File: src/rtl/fifo_burst_reader.sv
// Pops exactly burst_len words from a fifo read port and streams them out on a
// registered valid/ready interface, flagging the final word with out_last.
//
// state | meaning
// IDLE  | waiting for start; burst_len captured on start
// RUN   | popping words into the output register until remaining hits 0
// DONE  | one-cycle completion pulse, then back to IDLE
module fifo_burst_reader #(
   parameter int FIFO_WIDTH  = 8,
   parameter int COUNT_WIDTH = 16
) (
   input  logic                   clk,
   input  logic                   rst,
   input  logic                   start,
   input  logic [COUNT_WIDTH-1:0] burst_len,
   input  logic                   abort,
   output logic                   busy,
   output logic                   done,
   input  logic [FIFO_WIDTH-1:0]  fifo_data,
   input  logic                   fifo_empty,
   output logic                   fifo_next_en,
   output logic [FIFO_WIDTH-1:0]  out_data,
   output logic                   out_valid,
   input  logic                   out_ready,
   output logic                   out_last
);

   typedef enum logic [1:0] {
      IDLE = 2'd0,
      RUN  = 2'd1,
      DONE = 2'd2
   } state_t;

   state_t                 state;
   state_t                 state_nxt;
   logic [COUNT_WIDTH-1:0] remaining;
   logic                   pop;
   logic                   drain;
   logic                   out_free;

   assign drain    = out_valid & out_ready;
   assign out_free = ~out_valid | out_ready;

   always_comb begin
      state_nxt = state;
      pop       = 1'b0;
      case (state)
         IDLE: begin
            if (start) state_nxt = RUN;
         end
         RUN: begin
            if (abort) begin
               state_nxt = IDLE;
            end else begin
               pop = (remaining != '0) & ~fifo_empty & out_free;
               // Finish once the last word has left, or is leaving, the output register.
               if ((remaining == '0) && out_free) state_nxt = DONE;
            end
         end
         DONE: begin
            state_nxt = IDLE;
         end
         default: begin
            state_nxt = IDLE;
         end
      endcase
   end

   assign fifo_next_en = pop;
   assign busy         = (state != IDLE);
   assign done         = (state == DONE) & ~abort;

   always_ff @(posedge clk or posedge rst) begin
      if (rst) begin
         state     <= IDLE;
         remaining <= '0;
         out_data  <= '0;
         out_valid <= 1'b0;
         out_last  <= 1'b0;
      end else begin
         state <= state_nxt;
         if ((state == IDLE) && start) begin
            remaining <= burst_len;
         end else if ((state != IDLE) && abort) begin
            remaining <= '0;
            out_valid <= 1'b0;
            out_last  <= 1'b0;
         end else if (pop) begin
            out_data  <= fifo_data;
            out_valid <= 1'b1;
            out_last  <= (remaining == COUNT_WIDTH'(1));
            remaining <= remaining - COUNT_WIDTH'(1);
         end else if (drain) begin
            out_valid <= 1'b0;
            out_last  <= 1'b0;
         end
      end
   end

endmodule

File: config.mk
export PLATFORM = sky130hd
export DESIGN_NAME = fifo_burst_reader
export DESIGN_NICKNAME = d
export VERILOG_FILES = /design/src/rtl/fifo_burst_reader.sv
export SDC_FILE = /design/constraint.sdc
export NUM_CORES = 1
export LEC_CHECK = 0
export BUFFER_PORTS_ARGS = -buffer_cell sky130_fd_sc_hd__buf_2
export CAP_MARGIN = 40
export CORE_UTILIZATION = 52
export CTS_CLUSTER_SIZE = 14
export DETAILED_ROUTE_END_ITERATION = 10
export MAX_ROUTING_LAYER = met4
export PLACE_DENSITY = 0.79
export SYNTH_ARGS = -nofsm -noshare
export SYNTH_HDL_FRONTEND = slang
export SYNTH_SLANG_ARGS = --single-unit
File: constraint.sdc
create_clock -name clk -period 2.1 [get_ports clk]
set_input_delay 0.105 -clock clk [delete_from_list [all_inputs] [get_ports clk]]
set_output_delay 0.105 -clock clk [all_outputs]
set_load 0.005 [all_outputs]
==> summary.txt <==
Outcome
  • Outcome: complete, but fails checks
  • Failing checks: negative setup slack

Yosys
  • Synth Area in Compound Gates: 15.2%
  • Synth Area per Inst: 8.91 µm²
  • Yosys Warn Count: 0
  • Synth async-reset ratio: 100%
  • Top cells by area, synth: dfrtp_1, nand2_1, nor4_2
  • Top cell type's share of synthesized area: a little over two fifths
  • Commonest cells in the netlist: nand2_1, dfrtp_1, nand3_1, nor3_1
  • EDFF count, synth: 0
  • Largest family of logic cells by synthesized area: simple AND/OR/NAND/NOR gates
  • Post-synthesis xor/xnor area fraction: 3.15%
  • Cells after Synth: 187
  • Mux cell area share after synthesis: 1.20%
  • Synthesized flop and latch total: 28
  • Number of different library cells in the post-synthesis netlist: slightly below 50
  • Net Count, Synth: 220
  • Post-Syn Area: 1670 µm²
  • Post-synth top flop: dfrtp_1
  • Sequential fraction of the synthesis area: 42.0%
  • Most instantiated library cell after synthesis: nand2_1
  • Synth Area in Adders: 2.25%
  • Post-Synth Simple-Gate Area: about 33%
  • Synth area leader: dfrtp_1

Cells and area
  • Nets: 298
  • Layout Utilization: 76.1%
  • Area grow syn2layout: 39.5%
  • Share of cells above drive strength 1: around a third
  • Antenna Cells: 0

Worst setup path
  • Crit Path Max Fanout: 9
  • Nature of the critical path endpoint: output pin
  • Slowest Stage Delay on Critical Path: 420 ps
  • CP Launch Type: flop
  • Crit path depth: 8
  • CP max-delay cell: dfrtp_1
  • Critical-path cell list: inv_2, ha_4, nor4b_2, nand4_1, nand2_2, clkinv_2, buf_4, buf_2
  • Top delay family on crit path: buffers and inverters
  • Critical path type: flop to output pin
  • Data required, critical path: 2000 ps
  • Worst r2r path cells: 7
  • WP buf/inv: 4
  • Critical Path AT: 2030 ps

Placement
  • Placement Setup Slack: 46.6 ps
  • Placer Congestion: roughly 0.97
  • Buffers on Ports: 42
  • DP Wirelength: 3040 µm

STA
  • Final setup margin: -31.3 ps
  • RSZ-0062 raised after global routing: yes
  • Final period util: 101%
  • Fin. max-slew vios: 0
  • Worst Tran Pin Value: just under 500 ps
  • Max_slew headroom: 67.3%
  • Setup violators final: 3
  • Fmax: about 470 MHz
  • Hold Violations, Final: 0
  • Worst Skew: 9.55 ps
  • Crit path time final: 2130 ps

Detailed routing
  • Final wirelength: 4830 µm
  • DRT iter0 DRCs: 100
  • Post-DRT Antenna Nets: 0
  • Post-route DRC: 0
  • DRT Pass-1 Iters: 4
  • Routed len/inst: between 15 and 20 µm
  • DR vias: 1,762
  • Vias per std cell: 5.72

CTS
  • CTS tree: done
  • CTS root buffer: clkbuf_4
  • CTS H-tree lvls: 1
  • Worst-Skew Late Latency: 330 ps
  • Clock sinks: 28
  • CTS Buf Count: 3
  • CTS max path bufs: 2
  • Reg clk slew, reported paths: roughly 150 ps

Power and ir drop
  • Peak supply drop: 617 µV
  • Total power: 2.19 mW
  • Pleak: between 1 and 1.5 nW
  • PwrDens: 943 nW/µm²

Die
  • Core ar.: approximately 3000 µm²
  • Die area: 3440 µm²
  • Row count: 20
  • Io pins: 43
  • Die width: around 59 µm
  • Die height: between 50 and 60 µm
  • Starting Density: 54.6%

Worst hold path
  • Hold depth: 3
  • Worst min-delay path class: primary input to flop

Global route
  • GRT overflow: 0
  • Initial antenna violation count: 0
  • Vias in the first global route: 1,597
  • Pin count of the biggest net entering global routing: 29
  • First-pass GRT wire length: between 7000 and 8000 µm
  • Gr usage total: 29.7%

Flow run
  • Max-Cap Viols: 0
## worst reg2reg max path: stages, from the launching register on
cell and delay [ps]:
dfrtp_1 420, inv_2 110, ha_4 140, or3b_4 400, nor4_4 380, nand3_2 140
xor2_1 170, o31ai_1 270
## repair_timing
item / 4_1_cts / 5_1_grt
hold endpoints to repair: 45 / 0
buffers inserted: 0 / 6
hold buffers: 18 / 0
resized for setup: 5 / 11
pin swaps: 0 / 6
endpoints found under the setup margin: 2 / 9
## worst paths after layout
| check | from | endpoint | slack, ps |
|---|---|---|---|
| max | remaining[1]$_DFFE_PP0P_ | fifo_next_en | -30 |
| min | burst_len[8] | remaining[8]$_DFFE_PP0P_ | 4 |
| max reg2reg | remaining[1]$_DFFE_PP0P_ | remaining[8]$_DFFE_PP0P_ | -20 |
| min reg2reg | out_data[2]$_DFFE_PP0P_ | out_data[2]$_DFFE_PP0P_ | 490 |
| max in group asynchronous | rst | remaining[4]$_DFFE_PP0P_ | 1470 |
| min in group asynchronous | rst | out_data[5]$_DFFE_PP0P_ | 350 |
## layout by cell type, fill, tap and decap left out, types with 3 or more instances in the layout
cell | Yosys | final
nand4_1 | 4 | 4
nor3_1 | 8 | 7
o21ai_0 | 7 | 7
o211ai_1 | 3 | 3
xor2_1 | 5 | 5
buf_2 | 1 | 42
nor4_4 | 1 | 3
a21oi_1 | 5 | 5
clkbuf_4 | 0 | 3
nor2_1 | 7 | 7
inv_1 | 5 | 3
nor4_1 | 3 | 3
buf_4 | 0 | 19
nand2_1 | 50 | 49
dfrtp_1 | 28 | 26
dlygate4sd3_1 | 0 | 18
nand3_1 | 8 | 7
## per-stage QoR
stage	setup TNS, ps	hold slack, ps	cell area [µm²]	cells
4_1_cts	0	4.99	2240	302
2_1_floorplan	0	170	1670	187
5_1_grt	-382	0.482	2320	308
6_report	-51.8	4.35	2320	308
3_5_place_dp	0	184	2000	280
3_3_place_gp	0	182	2000	280
## logic make-up (layout without fill, tap and decap cells)
logic type / count (synthesis) / count (layout)
xor gates and xnor gates: 6 / 6
AOI/OAI and AO/OA: 35 / 35
and+or+nand+nor: 101 / 101
adders and majority gates: 3 / 3
muxes: 2 / 2
buffers and inverters: 12 / 89
DFF: 28 / 28
## registers in the layout, indices dropped and copies added (netlist names)
register and count:
state 2, out_last 1, out_valid 1, out_data 8, remaining 16
## area by class of cell
class,instances,area (µm²)
Multi-Input combinational cell,147,973
Fill cell,236,728
Sequential cell,28,703
Timing Repair Buffer,79,533
Tap cell,44,55.1
Clock buffer,4,36.3
Inverter,6,23.8
## power by group
group	total, mW	switching [mW]	internal [mW]
combinational	1.02	0.515	0.507
clock	0.263	0.157	0.106
sequential	0.906	0.209	0.697
## metal layers
layer	vias to the layer above	wire length, µm	GRT usage [%]
li1	832	-	-
met1	835	2070	38.5
met2	79	2370	48.9
met3	16	254	6.15
met4	0	133	5.44
met5	-	0	-
Note: power is estimated with default switching activity, not from simulation.
